--- config.mk ---
export PLATFORM = sky130hd
export DESIGN_NAME = csr_spmv_engine
export DESIGN_NICKNAME = d
export VERILOG_FILES = /design/src/rtl/csr_spmv_engine.sv
export SDC_FILE = /design/constraint.sdc
export NUM_CORES = 1
export LEC_CHECK = 0
export CAP_MARGIN = 20
export CORE_MARGIN = 8
export CORE_UTILIZATION = 43
export CTS_CLUSTER_SIZE = 20
export DETAILED_ROUTE_END_ITERATION = 6
export GPL_ROUTABILITY_DRIVEN = 0
export GPL_TIMING_DRIVEN = 0
export PLACE_DENSITY = 0.9
export SYNTH_ARGS = -nofsm -noshare
export SYNTH_HDL_FRONTEND = slang
export SYNTH_SLANG_ARGS = --single-unit
--- constraint.sdc ---
create_clock -name clk -period 6.2 [get_ports clk]
set_input_delay 0.93 -clock clk [delete_from_list [all_inputs] [get_ports clk]]
set_output_delay 0.93 -clock clk [all_outputs]
set_load 0.02 [all_outputs]
--- src/rtl/csr_spmv_engine.sv ---
// csr_spmv_engine
//
// Sparse matrix x spike-vector engine. Walks a ROWS x COLS matrix held in
// CSR form and, for every row, accumulates the non-zero values whose column
// is set in a latched spike vector. Accumulation saturates (unsigned or two's
// complement, chosen by SIGNED). Rows are processed one after another and
// each result is written when its row is finished.
//
// Ports:
//   clk          clock, rising edge
//   rst          asynchronous, active-high reset
//   start        run request, sampled only while idle
//   spike_train  COLS-bit spike vector, bit c = column c (latched at start)
//   row_ptr      (ROWS+1) CSR row pointers, PTR_W bits each
//   values       NNZ matrix values, VAL_W bits each
//   col_idx      NNZ column indices, CIX_W bits each
//   result       ROWS accumulated sums, ACC_W bits each
//   busy         run in progress (first accumulate setup through DONE)
//   done         one-cycle pulse after the last row has been written
module csr_spmv_engine #(
    parameter int ROWS   = 4,
    parameter int COLS   = 4,
    parameter int NNZ    = 16,
    parameter int VAL_W  = 16,
    parameter int ACC_W  = 16,
    parameter int SIGNED = 0,
    localparam int PTR_W = $clog2(NNZ + 1),
    localparam int CIX_W = (COLS > 1) ? $clog2(COLS) : 1
) (
    input  logic                        clk,
    input  logic                        rst,
    input  logic                        start,
    input  logic [COLS-1:0]             spike_train,
    input  logic [(ROWS+1)*PTR_W-1:0]   row_ptr,
    input  logic [NNZ*VAL_W-1:0]        values,
    input  logic [NNZ*CIX_W-1:0]        col_idx,
    output logic [ROWS*ACC_W-1:0]       result,
    output logic                        busy,
    output logic                        done
);

    localparam int R_W   = (ROWS > 1) ? $clog2(ROWS) : 1;
    // Spike vector padded to every encodable column index; the padding bits
    // are zero so out-of-range columns contribute nothing.
    localparam int SPK_W = 1 << CIX_W;
    localparam logic [ACC_W-1:0] SMIN = ACC_W'(1) << (ACC_W - 1);
    localparam logic [ACC_W-1:0] SMAX = ~SMIN;

    typedef enum logic [1:0] {
        S_IDLE,
        S_SETUP,
        S_ACCUM,
        S_DONE
    } state_t;

    state_t                  state_q, state_d;
    logic [COLS-1:0]         spk_q, spk_d;
    logic [R_W-1:0]          r_q, r_d;
    logic [PTR_W-1:0]        k_q, k_d;
    logic [PTR_W-1:0]        end_q, end_d;
    logic [ACC_W-1:0]        acc_q, acc_d;
    logic [ROWS*ACC_W-1:0]   result_q, result_d;
    logic                    busy_q, busy_d;

    // Saturating add of one term to the accumulator. Both operands are
    // extended by one bit so the carry/overflow is visible in sum[ACC_W].
    function automatic logic [ACC_W-1:0] sat_add(input logic [ACC_W-1:0] a,
                                                 input logic [VAL_W-1:0] t);
        logic                  sx_a;
        logic                  sx_t;
        logic signed [ACC_W:0] sum;
        sx_a = (SIGNED != 0) && a[ACC_W-1];
        sx_t = (SIGNED != 0) && t[VAL_W-1];
        sum  = $signed({sx_a, a}) + $signed({{(ACC_W + 1 - VAL_W){sx_t}}, t});
        if (SIGNED != 0) begin
            if (sum[ACC_W] != sum[ACC_W-1]) sat_add = sum[ACC_W] ? SMIN : SMAX;
            else                            sat_add = sum[ACC_W-1:0];
        end else begin
            sat_add = sum[ACC_W] ? '1 : sum[ACC_W-1:0];
        end
    endfunction

    logic [PTR_W-1:0] ptr_lo;
    logic [PTR_W-1:0] ptr_hi;
    logic             k_live;
    int               k_ix;
    logic [CIX_W-1:0] col;
    logic [VAL_W-1:0] val;
    logic [SPK_W-1:0] spk_ext;
    logic [VAL_W-1:0] term;

    assign ptr_lo  = row_ptr[int'(r_q) * PTR_W +: PTR_W];
    assign ptr_hi  = row_ptr[(int'(r_q) + 1) * PTR_W +: PTR_W];
    // An entry is consumed only while inside the row and inside the arrays.
    assign k_live  = (k_q < end_q) && (k_q < PTR_W'(NNZ));
    // Keep the array lookups in range even when k has run past NNZ.
    assign k_ix    = k_live ? int'(k_q) : 0;
    assign col     = col_idx[k_ix * CIX_W +: CIX_W];
    assign val     = values[k_ix * VAL_W +: VAL_W];
    assign spk_ext = SPK_W'(spk_q);
    assign term    = spk_ext[col] ? val : '0;

    always_comb begin
        state_q_to_d: begin
            state_d  = state_q;
            spk_d    = spk_q;
            r_d      = r_q;
            k_d      = k_q;
            end_d    = end_q;
            acc_d    = acc_q;
            result_d = result_q;
            busy_d   = busy_q;
        end
        case (state_q)
            S_IDLE: begin
                if (start) begin
                    spk_d   = spike_train;
                    r_d     = '0;
                    state_d = S_SETUP;
                end
            end
            S_SETUP: begin
                k_d     = ptr_lo;
                end_d   = ptr_hi;
                acc_d   = '0;
                busy_d  = 1'b1;
                state_d = S_ACCUM;
            end
            S_ACCUM: begin
                if (k_live) begin
                    acc_d = sat_add(acc_q, term);
                    k_d   = k_q + PTR_W'(1);
                end else begin
                    result_d[int'(r_q) * ACC_W +: ACC_W] = acc_q;
                    if (r_q == R_W'(ROWS - 1)) begin
                        state_d = S_DONE;
                    end else begin
                        r_d     = r_q + R_W'(1);
                        state_d = S_SETUP;
                    end
                end
            end
            S_DONE: begin
                busy_d  = 1'b0;
                state_d = S_IDLE;
            end
            default: state_d = S_IDLE;
        endcase
    end

    always_ff @(posedge clk or posedge rst) begin
        if (rst) begin
            state_q  <= S_IDLE;
            spk_q    <= '0;
            r_q      <= '0;
            k_q      <= '0;
            end_q    <= '0;
            acc_q    <= '0;
            result_q <= '0;
            busy_q   <= 1'b0;
        end else begin
            state_q  <= state_d;
            spk_q    <= spk_d;
            r_q      <= r_d;
            k_q      <= k_d;
            end_q    <= end_d;
            acc_q    <= acc_d;
            result_q <= result_d;
            busy_q   <= busy_d;
        end
    end

    assign result = result_q;
    assign busy   = busy_q;
    assign done   = (state_q == S_DONE);

endmodule

After elaboration in Yosys (flattened, before gate mapping). Cells that the tools add are included.

Add/subtract/negate cells: 5. Multipliers: 2. Order comparisons: 3. Equality and inequality tests: 8. Shift operators: 6. Mux-type cells: 19. Bitwise operators: 1. Reduce and logical (&&, ||, !) cells: 10.

Operators with widths (number): $shiftx 256x10->16 (1); $bwmux 64 (1); $shift 16x33->64 const A (1); $shiftx 16x33->64 (1); $mux 16 (3); $neg 6->33 (1); $pmux 16 s2 (1); $shiftx 32x7->2 (1); $shiftx 25x6->5 (1); $shiftx 25x7->5 (1); $add 16x16->17 (1); $mux 2 (6); $mux 5 (2); $pmux 5 s2 (1); $ne 2x2->1 const B (4); $pmux 2 s4 (1); $reduce_and 2->1 (4); $eq 2x2->1 const B (3); $mul 3x3->6 const B (1); $reduce_bool 2->1 (3); $add 5x1->5 const B (1); $lt 5x5->1 (1); $lt 5x5->1 const B (1); $mul 2x3->5 const B (1); 12 further kinds (12).

Bits in registers: 99. Input port bits: 320. Word-level logic and storage cells: 62.

Depth between registers and ports, before layout. Gate-level depths: netlist of the first run.

Depth in word-level cells: 11. Mapped depth: 24.

Least setup slack after synthesis of the first run. OpenSTA, ideal clock, no wires.

Path type: register -> register. From: reg k_q[2]. To: reg acc_q[11]. Setup time: 0.141 ns. Data arrival time: 4.984 ns. Required time: 6.059 ns. Slack: 1.075 ns. Stages on the path, launching flop included: 23. Path buffers: 2. Clock period less this slack: 5.125 ns. Cells stage by stage: dfrtp_1 ha_1 a21oi_1 o21ai_2 and3_4 nor2_1 mux2i_1 o32ai_4 o21a_1 a211oi_4 buf_6 nor4_2 ha_1 fa_1 a21o_1 a21oi_1 nand2b_1 a211oi_1 o31ai_1 a2bb2oi_1 a211o_1 clkbuf_1 a31oi_1.

Cells in the longest elaborated chain, start to end: 11.

Ends and longest elaborated chain: start: declaration (line 59) `logic [PTR_W-1:0] k_q, k_d;`; start signal: assignment (line 165) `k_q <= k_d;`; $lt 5x5->1 (line 95) `assign k_live = (k_q < end_q) && (k_q < PTR_W'(NNZ));`; $logic_and 1x1->1 (line 95); $mux 5 (line 97) `assign k_ix = k_live ? int'(k_q) : 0;`; $shiftx 32x7->2 (line 98) `assign col = col_idx[k_ix * CIX_W +: CIX_W];`; $bmux 1 s2 (line 101) `assign term = spk_ext[col] ? val : '0;`; $mux 1 (implied by the code) (line 101); $mux 16 (line 101); $add 16x16->17 (line 74) `sum = $signed({sx_a, a}) + $signed({{(ACC_W + 1 - VAL_W){sx_t}}, t});`; $mux 16 (line 79) `sat_add = sum[ACC_W] ? '1 : sum[ACC_W-1:0];`; $mux 16 (line 130) `if (k_live) begin`; $pmux 16 s2 (line 114) `case (state_q)`; end signal: assignment (line 158) `acc_q <= '0;`; end signal: assignment (line 167) `acc_q <= acc_d;`; end: declaration (line 61) `logic [ACC_W-1:0] acc_q, acc_d;`.

Parallel ways exist; a longest one is shown, timed or not. The select of a mux whose other input is x is not followed. A chain may end at the register's enable or synchronous reset.

Final worst setup path of the first run.
From: reg end_q[3]. To: reg acc_q[11].

Cells in the longest elaborated chain, start to end: 11.

Ends and longest elaborated chain: start: declaration (line 60) `logic [PTR_W-1:0] end_q, end_d;`; start signal: assignment (line 166) `end_q <= end_d;`; $lt 5x5->1 (*) (line 95); $logic_and 1x1->1 (*) (line 95); $mux 5 (line 97); $shiftx 32x7->2 (line 98); $bmux 1 s2 (line 101); $mux 1 (implied by the code) (line 101); $mux 16 (line 101); $add 16x16->17 (line 74); $mux 16 (line 79); $mux 16 (line 130); $pmux 16 s2 (line 114).

Every way passes the cells marked *; elsewhere a longest branch is shown, timed or not. The select of a mux whose other input is x is not followed.

==> results of run 1 <==
[sequential cells by signal (all words and copies together), names as in the netlist]
name and count:
acc_q 16, busy 1, end_q 5, k_q 5, r_q 2, result 64
spk_ext 4, state_q 2
[logic make-up after synthesis]
family,Yosys count
xor gates and xnor gates,16
and+or+nand+nor,343
adders and majority gates,28
buffers and inverters,109
muxes,91
AOI/OAI and AO/OA,349
DFF,99
[worst paths after layout]
path | start | to | cells after the start
worst min-delay path | result[8] | result[8] | 2
worst max register to register | end_q[3] | acc_q[11] | 24
min in group asynchronous | rst | result[50] | 2
worst min register to register | result[8] | result[8] | 2
worst max-delay path | end_q[3] | acc_q[11] | 24
max in group asynchronous | rst | result[11] | 3
[synthesized netlist by cell type, types with 2 or more instances]
master | count | area (um2)
nand2_1 | 169 | 634.4
o21ai_0 | 116 | 580.6
dfrtp_1 | 99 | 2477
mux2i_1 | 81 | 810.8
a211oi_1 | 70 | 525.5
clkbuf_1 | 58 | 217.7
a21oi_1 | 43 | 215.2
nor3_1 | 41 | 205.2
nor2b_1 | 35 | 219.0
or2_2 | 35 | 219.0
o221ai_1 | 33 | 289.0
o311a_1 | 32 | 320.3
ha_1 | 27 | 337.8
buf_2 | 19 | 95.09
inv_1 | 19 | 71.32
nor2_1 | 17 | 63.81
a31oi_1 | 16 | 100.1
nor4_1 | 10 | 62.56
nor4_2 | 10 | 125.1
mux2_2 | 9 | 101.4
buf_1 | 8 | 30.03
xnor2_1 | 8 | 70.07
xor2_1 | 8 | 70.07
nand2b_1 | 7 | 43.79
o211ai_1 | 6 | 45.04
o21a_1 | 6 | 45.04
a21o_1 | 5 | 37.54
a211o_1 | 2 | 17.52
and2_1 | 2 | 12.51
and3_1 | 2 | 12.51
buf_6 | 2 | 22.52
nor3_2 | 2 | 20.02
nor3b_1 | 2 | 15.01
o21ai_1 | 2 | 10.01
o21ai_2 | 2 | 17.52
o21bai_1 | 2 | 15.01
o32ai_1 | 2 | 17.52
or2_1 | 2 | 12.51
or3_1 | 2 | 12.51
[timing repair]
action	4_1_cts	5_1_grt
setup buffers	0	2
gates resized for setup	0	7
endpoints found under the setup margin	0	13
[routing by layer]
metal  share of wire (%)  routed length (um)  vias to the layer above  global-route usage [%]
li1                    -                   -                     4659                       -
met1                  37               14790                     4876                   36.34
met2                  49               19800                      634                   52.59
met3                  10                4077                      110                   7.998
met4                 4.0                1600                        2                   15.61
met5               0.032                  13                        -                       0
[critical path, delay by kind of cell, from the launching register on]
kind                     cells  cell delay [ns]
AO/OA/AOI/OAI               10             1.98
adder cells (fa/ha/maj)      3             0.93
buffers and inverters        5             1.13
flip-flops                   1             0.36
multiplexers                 1             0.21
AND/OR/NAND/NOR              5             1.07
[cell type report]
type / instances / area [um2]
Fill cell: 1556 / 6316
Multi-Input combinational cell: 827 / 5569
Timing Repair Buffer: 388 / 3896
Sequential cell: 99 / 2477
Buffer: 88 / 375.4
Tap cell: 265 / 331.6
Clock buffer: 11 / 242.7
Clock inverter: 5 / 86.33
Inverter: 21 / 81.33
Antenna cell: 9 / 22.52
[per-stage QoR]
stage | hold WS, ns | setup WS, ns | total power (W) | instances
after floorplan | 0.4418 | 1.075 | 0.003819 | 1035
after global placement | 0.4606 | 0.3358 | 0.005014 | 1685
after detailed placement | 0.4693 | 0.1369 | 0.005144 | 1686
after CTS | 0.4841 | 0.1030 | 0.005764 | 1702
after global routing | 0.5010 | 0.01899 | 0.006255 | 1711
final | 0.4804 | 0.3574 | 0.005895 | 1713
[power groups by stage]
stage	Clock [W]	Sequential (W)	Combinational, W
after floorplan	0	0.000928	0.00289
after CTS	0.000618	0.000930	0.00422
after detailed placement	0	0.000941	0.00420
after global routing	0.000648	0.000948	0.00466
after global placement	0	0.000934	0.00408
final	0.000616	0.000935	0.00434
==> out/metrics.yaml, run 1 <==
synth:
  muxShareOfSynthArea_pct: 11.02
  synth-compound-area-share_pct: 28.15
  synth_top_family_by_area: "compound AO/OA/AOI/OAI gates"
  synth_simple_gate_area_share_pct: 20.42
  avgSynthCellArea_um2: 8.194
  yosysSeqAreaShare_pct: 29.21
  synth_xor_area_share_pct: 1.652
  ys_ff_latch: 99
  async_flop_share_pct: 100.0
  synth_fp_nets: 1383
  synth_edf_count: 0
  synth_area_um2: 8481
  syn_inst: 1035
  synth_top_flop_cell: "dfrtp_1"
  ys_types: 63
  ys_warn_count: 0
  synthAdderAreaFrac_pct: 4.220
layout:
  final_cell_mix: "clkdlybuf4s50_1 (385), nand2_1 (169), o21ai_0 (116)"
  drive_above_1_share_pct: 7.853
  stdcell_area_um2: 13080
  final_core_util_pct: 67.44
  final_nets: 1782
  syn2layout_area_growth_pct: 54.26
  final_common_cell: "clkdlybuf4s50_1"
outcome:
  status: "complete, no violations"
die:
  rows: 51
  core_um2: 19400
  die_h_um: 156.4
  io_pins: 386
  die_w_um: 156.4
  dieArea_um2: 24470
  initial_utilization_pct: 43.72
sta:
  period_share_pct: 94.24
  maxSlewViolCount: 0
  max_freq_ghz: 0.1712
  setup_tns_ns: 0
  maxSlewHeadroom_pct: 46.34
  finClkSkew_ns: 0.01060
  worst_pin_slew_ns: 0.7987
  finalHoldViolCount: 0
  fin_crit_ns: 5.843
  finalSetupViolCount: 0
  rsz0062_at_grt: "no"
clocking:
  cts-root-buf: "clkbuf_16"
  cts_tree: "done"
  cts_made_buffers: 9
  holdBufCountCts: 0
  htreeDepth: 3
  clockBufferDepth: 2
  worstSkewPairLatency_ns: 0.35
  clk_pin_slew_ns: 0.07
  clkSinkCount: 99
drt:
  wl_per_cell_um: 23.51
  drc: 0
  drt-initial-drc-count: 1166
  postRouteAntennaNets: 0
  via_count: 10280
  vias_per_cell: 6.002
  first_pass_iters: 5
  wl_um: 40280
pwr:
  power_density_nw_per_um2: 450.6
  max-vdd-ir-drop_v: 0.0002242
  combPwrFrac_pct: 73.7
  power_switching_w: 0.003052
  clkPwrFrac_pct: 10.4
  p_int_w: 0.002844
  p_leak_nw: 4.957
  sw_frac_of_total_pct: 51.76
  power_frac_seq_pct: 15.9
worst_setup_path:
  end_kind: "flip-flop"
  critPathMaxStageDelay_ns: 0.42
  cp.required_ns: 6.39
  path_max_fanout: 10
  arrival_ns: 6.04
  start_kind: "flip-flop"
  slowest_stage: "fa_1"
  crit_type: "reg -> reg"
  critical_path.cell_chain: "inv_1 -> ha_1 -> nor4b_2 -> o211a_1 -> or2_1 -> buf_2 -> buf_4 -> buf_2 -> mux2i_1 -> o21ai_0 -> o311a_1 -> nor3_1 -> nor4_2 -> ha_1 -> fa_1 -> a21o_1 -> a21oi_1 -> nand2b_1 -> a211oi_1 -> o31ai_1 -> a2bb2oi_1 -> a211o_1 -> clkbuf_2 -> a31oi_1"
  r2r_setup_slack_ns: 0.36
min_path:
  worstHoldPathType: "reg -> reg"
place:
  portBuffers: 385
  dpl_cell_area_um2: 12700
  hpwl_um: 33400
global_route:
  grt_usage_pct: 31.27
  grt_pass1_wl_um: 58260
  antenna_found_initial: 9
  grt_pass1_vias: 10260
  grt_max_degree: 63
  grt_overflow_total: 0
job:
  maxCapViolCount: 0
No activity file was read; power rests on OpenSTA's default activity.
==> run 2: changes to the inputs <==
--- a/config.mk
+++ b/config.mk
@@ -6,13 +6,13 @@
 export NUM_CORES = 1
 export LEC_CHECK = 0
 export CAP_MARGIN = 20
-export CORE_MARGIN = 8
-export CORE_UTILIZATION = 43
+export CORE_AREA = 2 2 148 150
 export CTS_CLUSTER_SIZE = 20
 export DETAILED_ROUTE_END_ITERATION = 6
+export DIE_AREA = 0 0 150 152
 export GPL_ROUTABILITY_DRIVEN = 0
 export GPL_TIMING_DRIVEN = 0
-export PLACE_DENSITY = 0.9
+export PLACE_DENSITY = 0.85
 export SYNTH_ARGS = -nofsm -noshare
 export SYNTH_HDL_FRONTEND = slang
 export SYNTH_SLANG_ARGS = --single-unit
==> out/metrics.yaml, run 2 (synthesis results as in run 1) <==
drt:
  wl_um: 36600
  drc: 0
  postRouteAntennaNets: 0
  first_pass_iters: 5
  via_count: 10100
  vias_per_cell: 5.871
  drt-initial-drc-count: 688
  wl_per_cell_um: 21.28
worst_setup_path:
  arrival_ns: 6.04
  regToRegStartpoint: "k_q[2]"
  slowest_stage: "dfrtp_1"
  path_max_fanout: 10
  critPathLaunch: "k_q[2]"
  crit_type: "reg -> reg"
  critPathMaxStageDelay_ns: 0.47
  end_kind: "flip-flop"
  start_kind: "flip-flop"
  cp.required_ns: 6.40
  critical_path.cell_chain: "ha_1 -> a21oi_1 -> o21ai_2 -> and3_4 -> nor3_2 -> buf_2 -> clkbuf_1 -> a211oi_1 -> nor3_1 -> nor4_2 -> ha_1 -> fa_1 -> a21o_1 -> a21oi_1 -> nand2b_1 -> a211oi_1 -> o31ai_1 -> a2bb2oi_1 -> a211o_1 -> clkbuf_2 -> a31oi_1"
sta:
  maxSlewViolCount: 0
  worst_pin_slew_ns: 0.9301
  fin_crit_ns: 5.840
  setup_tns_ns: 0
  maxSlewHeadroom_pct: 37.72
  finalHoldViolCount: 0
  rsz0062_at_grt: "no"
  finClkSkew_ns: 0.004615
  finalSetupViolCount: 0
  period_share_pct: 94.19
  max_freq_ghz: 0.1712
global_route:
  grt_overflow_total: 0
  grt_usage_pct: 31.20
  grt_pass1_vias: 9919
  grt_pass1_wl_um: 55120
  grt_max_degree: 59
  antenna_found_initial: 1
clocking:
  htreeDepth: 3
  clk_pin_slew_ns: 0.07
  cts_tree: "done"
  worstSkewPairLatency_ns: 0.35
  cts_made_buffers: 9
  cts-root-buf: "clkbuf_16"
  clkSinkCount: 99
  clockBufferDepth: 2
die:
  dieArea_um2: 22800
  die_h_um: 152
  core_um2: 21350
  initial_utilization_pct: 39.72
  die_w_um: 150
  rows: 54
  io_pins: 386
layout:
  nFillCells: 1847
  final_common_cell: "clkdlybuf4s50_1"
  largest_register_ff_count: 64
  final_cell_mix: "clkdlybuf4s50_1 (385), nand2_1 (169), o21ai_0 (116)"
  final_nets: 1782
  drive_above_1_share_pct: 8.131
  syn2layout_area_growth_pct: 54.25
place:
  portBuffers: 385
  hpwl_um: 29980
job:
  maxCapViolCount: 0
pwr:
  p_leak_nw: 4.962
  power_density_nw_per_um2: 449.0
  power_w: 0.005874
  max-vdd-ir-drop_v: 0.0002292
min_path:
  min_from: "result[18]"
  worstHoldPathType: "reg -> reg"
outcome:
  status: "complete, no violations"
## run 2: cell count changes in the layout (fill, tap and decap cells not counted), sizes merged
| cell | previous run | this run |
|---|---|---|
| inv | 20 | 22 |
| diode | 9 | 1 |
| clkbuf | 70 | 69 |
| clkinvlp | 0 | 1 |
| clkinv | 4 | 2 |
## run 2: final timing paths
check,endpoint,slack [ns],cells past startpoint
max,acc_q[7],0.36,21
max reg2reg,acc_q[7],0.36,21
min in group asynchronous,result[21],0.98,2
min,result[18],0.48,2
min reg2reg,result[18],0.48,2
max in group asynchronous,result[43],4.56,3
## run 2: metrics by stage
stage	cells	utilization (%)	hold WS (ns)	cell area (um2)	setup WS, ns
2_1_floorplan	1035	-	0.4418	8481	1.075
3_3_place_gp	1700	59.41	0.4623	12680	0.1705
3_5_place_dp	1701	59.55	0.4706	12710	0.02778
4_1_cts	1717	61.12	0.4858	13050	0.006675
5_1_grt	1720	61.27	0.5072	13080	0.03733
6_report	1720	61.27	0.4826	13080	0.3600
## run 2: layer usage
| layer | share of wire [%] | vias to the layer above | global-route usage (%) |
|---|---|---|---|
| met2 | 48 | 587 | 53.12 |
| li1 | - | 4649 | - |
| met4 | 4.9 | 0 | 13.97 |
| met5 | 0 | - | 0 |
| met3 | 7.8 | 122 | 5.285 |
| met1 | 39 | 4740 | 38.41 |
## run 2: cell type report
cell class | instances | area, um2 | share of cell area, %
clock buffers | 10 | 239.0 | 1.827
repair buffers | 388 | 3896 | 29.78
clock inverters | 6 | 93.84 | 0.7174
flip-flops and latches | 99 | 2477 | 18.94
plain buffers | 88 | 377.9 | 2.889
multi-input cells | 827 | 5563 | 42.53
well taps | 280 | 350.3 | 2.678
diodes | 1 | 2.502 | 0.01913
inverters | 21 | 81.33 | 0.6217
## run 2: report_power, final
| part | internal [W] | switching (W) |
|---|---|---|
| combinational | 0.00171 | 0.00261 |
| clock | 0.000368 | 0.000251 |
| sequential | 0.000772 | 0.000161 |
## run 2: timing repair
item	4_1_cts	5_1_grt
setup buffers	0	2
gates cloned	0	0
endpoints found under the setup margin	1	13
resized for setup	1	9
hold buffers	0	0
pin swaps	0	2
endpoints found under the hold margin	0	0
## run 2: critical path: cells and delay by family, from the launching register on
family                   cells  cell delay [ns]
AO/OA/AOI/OAI               10             1.97
AND/OR/NAND/NOR              5             1.20
buffers and inverters        3             1.05
adder cells (fa/ha/maj)      3             1.00
flip-flops                   1             0.47
==> run 3: changes to the inputs <==
--- a/config.mk
+++ b/config.mk
@@ -13,6 +13,7 @@
 export GPL_ROUTABILITY_DRIVEN = 0
 export GPL_TIMING_DRIVEN = 0
 export PLACE_DENSITY = 0.85
+export RECOVER_POWER = 25
 export SYNTH_ARGS = -nofsm -noshare
 export SYNTH_HDL_FRONTEND = slang
 export SYNTH_SLANG_ARGS = --single-unit
==> out/metrics.yaml, run 3 (synthesis results as in run 1) <==
worst_setup_path:
  end_kind: "flip-flop"
  critPathBufInv: 2
  regToRegStartpoint: "k_q[2]"
  start_kind: "flip-flop"
  slowest_stage: "dfrtp_1"
  cp.required_ns: 6.41
  path_max_fanout: 10
  critical_path.cell_chain: "ha_1 -> a21oi_1 -> o21ai_2 -> and3_4 -> nor3_2 -> mux2i_1 -> a21oi_1 -> a211o_1 -> a211oi_4 -> buf_6 -> nor4_2 -> ha_1 -> fa_1 -> a21o_1 -> a21oi_1 -> nand2b_1 -> a211oi_1 -> o31ai_1 -> a2bb2oi_1 -> a211o_1 -> clkbuf_2 -> a31oi_1"
  cp_common_cell: "a21oi_1"
  critPathMaxStageDelay_ns: 0.46
  r2r_setup_slack_ns: 0.37
  critPathLaunch: "k_q[2]"
  arrival_ns: 6.03
  crit_family: "compound AO/OA/AOI/OAI gates"
  crit_type: "reg -> reg"
drt:
  vias_per_cell: 5.858
  first_pass_iters: 5
  drc: 0
  wl_per_cell_um: 21.26
  wl_um: 36560
  via_count: 10080
  drt-initial-drc-count: 714
  postRouteAntennaNets: 0
clocking:
  clkSinkCount: 99
  htreeDepth: 3
  cts_made_buffers: 9
  cts_tree: "done"
  clk_pin_slew_ns: 0.07
  clockBufferDepth: 2
  cts-root-buf: "clkbuf_16"
  worstSkewPairLatency_ns: 0.35
place:
  dpl.cell_count: 1701
  portBuffers: 385
  hpwl_um: 29980
die:
  io_pins: 386
  die_h_um: 152
  dieArea_um2: 22800
  core_um2: 21350
  initial_utilization_pct: 39.72
  rows: 54
  die_w_um: 150
pwr:
  p_leak_nw: 4.946
  power_density_nw_per_um2: 449.7
  max-vdd-ir-drop_v: 0.0002294
  power_w: 0.005871
sta:
  finClkSkew_ns: 0.005775
  finalHoldViolCount: 0
  whs_ns: 0.4818
  period_share_pct: 93.96
  maxSlewHeadroom_pct: -103.1
  worst_pin_slew_ns: 3.047
  finalSetupViolCount: 0
  setup_tns_ns: 0
  maxSlewViolCount: 102
  max_freq_ghz: 0.1717
  rsz0062_at_grt: "no"
  fin_crit_ns: 5.826
layout:
  instances_no_fill: 1720
  final_core_util_pct: 61.15
  final_cell_mix: "clkdlybuf4s50_1 (384), nand2_1 (169), o21ai_0 (116)"
  syn2layout_area_growth_pct: 53.95
  final_common_cell: "clkdlybuf4s50_1"
  final_nets: 1782
  largest_register_ff_count: 64
  drive_above_1_share_pct: 8.061
global_route:
  antenna_found_initial: 1
  grt_pass1_wl_um: 55120
  grt_max_degree: 59
  grt_overflow_total: 0
  grt_pass1_vias: 9919
  grt_usage_pct: 31.20
outcome:
  violations: "capacitance limit, slew limit"
  status: "finished, violations left"
min_path:
  min_from: "result[18]"
  worstHoldPathType: "reg -> reg"
job:
  maxCapViolCount: 2
[run 3: cell count changes in the layout (fill, tap and decap cells not counted)]
cell / delta
clkinvlp_2: +1
inv_4: -1
buf_16: -1
dlygate4sd3_1: +1
clkdlybuf4s50_1: -1
clkbuf_1: +1
[run 3: metrics by stage]
stage	worst slack [ns]	instance area, um2
floorplan	1.075	8481
global placement	0.1705	12680
detailed placement	0.02778	12710
CTS	0.006675	13050
global route	0.03733	13060
finish	0.3745	13060
[run 3: worst reg2reg max path, stage by stage, from the launching register on]
cell and delay [ns]:
dfrtp_1 0.46, ha_1 0.34, a21oi_1 0.25, o21ai_2 0.13, and3_4 0.23, nor3_2 0.40, mux2i_1 0.25, a21oi_1 0.08
a211o_1 0.35, a211oi_4 0.36, buf_6 0.22, nor4_2 0.08, ha_1 0.24, fa_1 0.41, a21o_1 0.19, a21oi_1 0.20
nand2b_1 0.18, a211oi_1 0.09, o31ai_1 0.32, a2bb2oi_1 0.28, a211o_1 0.24, clkbuf_2 0.26, a31oi_1 0.13
[run 3: path summary, 6_finish.rpt]
path,endpoint,cells after the start
setup / recovery,acc_q[7],22
hold / removal,result[18],2
setup reg to reg,acc_q[7],22
hold reg to reg,result[18],2
max in group asynchronous,r_q[0],3
min in group asynchronous,result[21],2
[run 3: report_power, final]
group	switching [W]	leakage (nW)	internal, W
clock network	0.000253	0.160	0.000368
logic	0.00261	3.45	0.00171
registers	0.000160	1.34	0.000772
total	0.00302	4.95	0.00285
[run 3: area by class of cell]
cell class / instances / area (um2)
clock inverters: 6 / 93.84
plain buffers: 88 / 377.9
clock buffers: 10 / 239.0
well taps: 280 / 350.3
multi-input cells: 827 / 5563
flip-flops and latches: 99 / 2477
diodes: 1 / 2.502
repair buffers: 388 / 3872
inverters: 21 / 80.08
fillers: 1852 / 8294
[run 3: layer usage]
layer  track usage, %  vias to the layer above  wire (um)
li1                 -                     4647          -
met1            38.41                     4744      14100
met2            53.12                      573      17800
met3            5.285                      112       2973
met4            13.97                        0       1687
met5                0                        -          0
[run 3: what timing repair did]
| item | in CTS | in global routing |
|---|---|---|
| endpoints found under the setup margin | 1 | 13 |
| resized for setup | 1 | 9 |
| cloned | 0 | 0 |
| pin swaps | 0 | 2 |
| setup buffers | 0 | 2 |
| hold buffers | 0 | 0 |
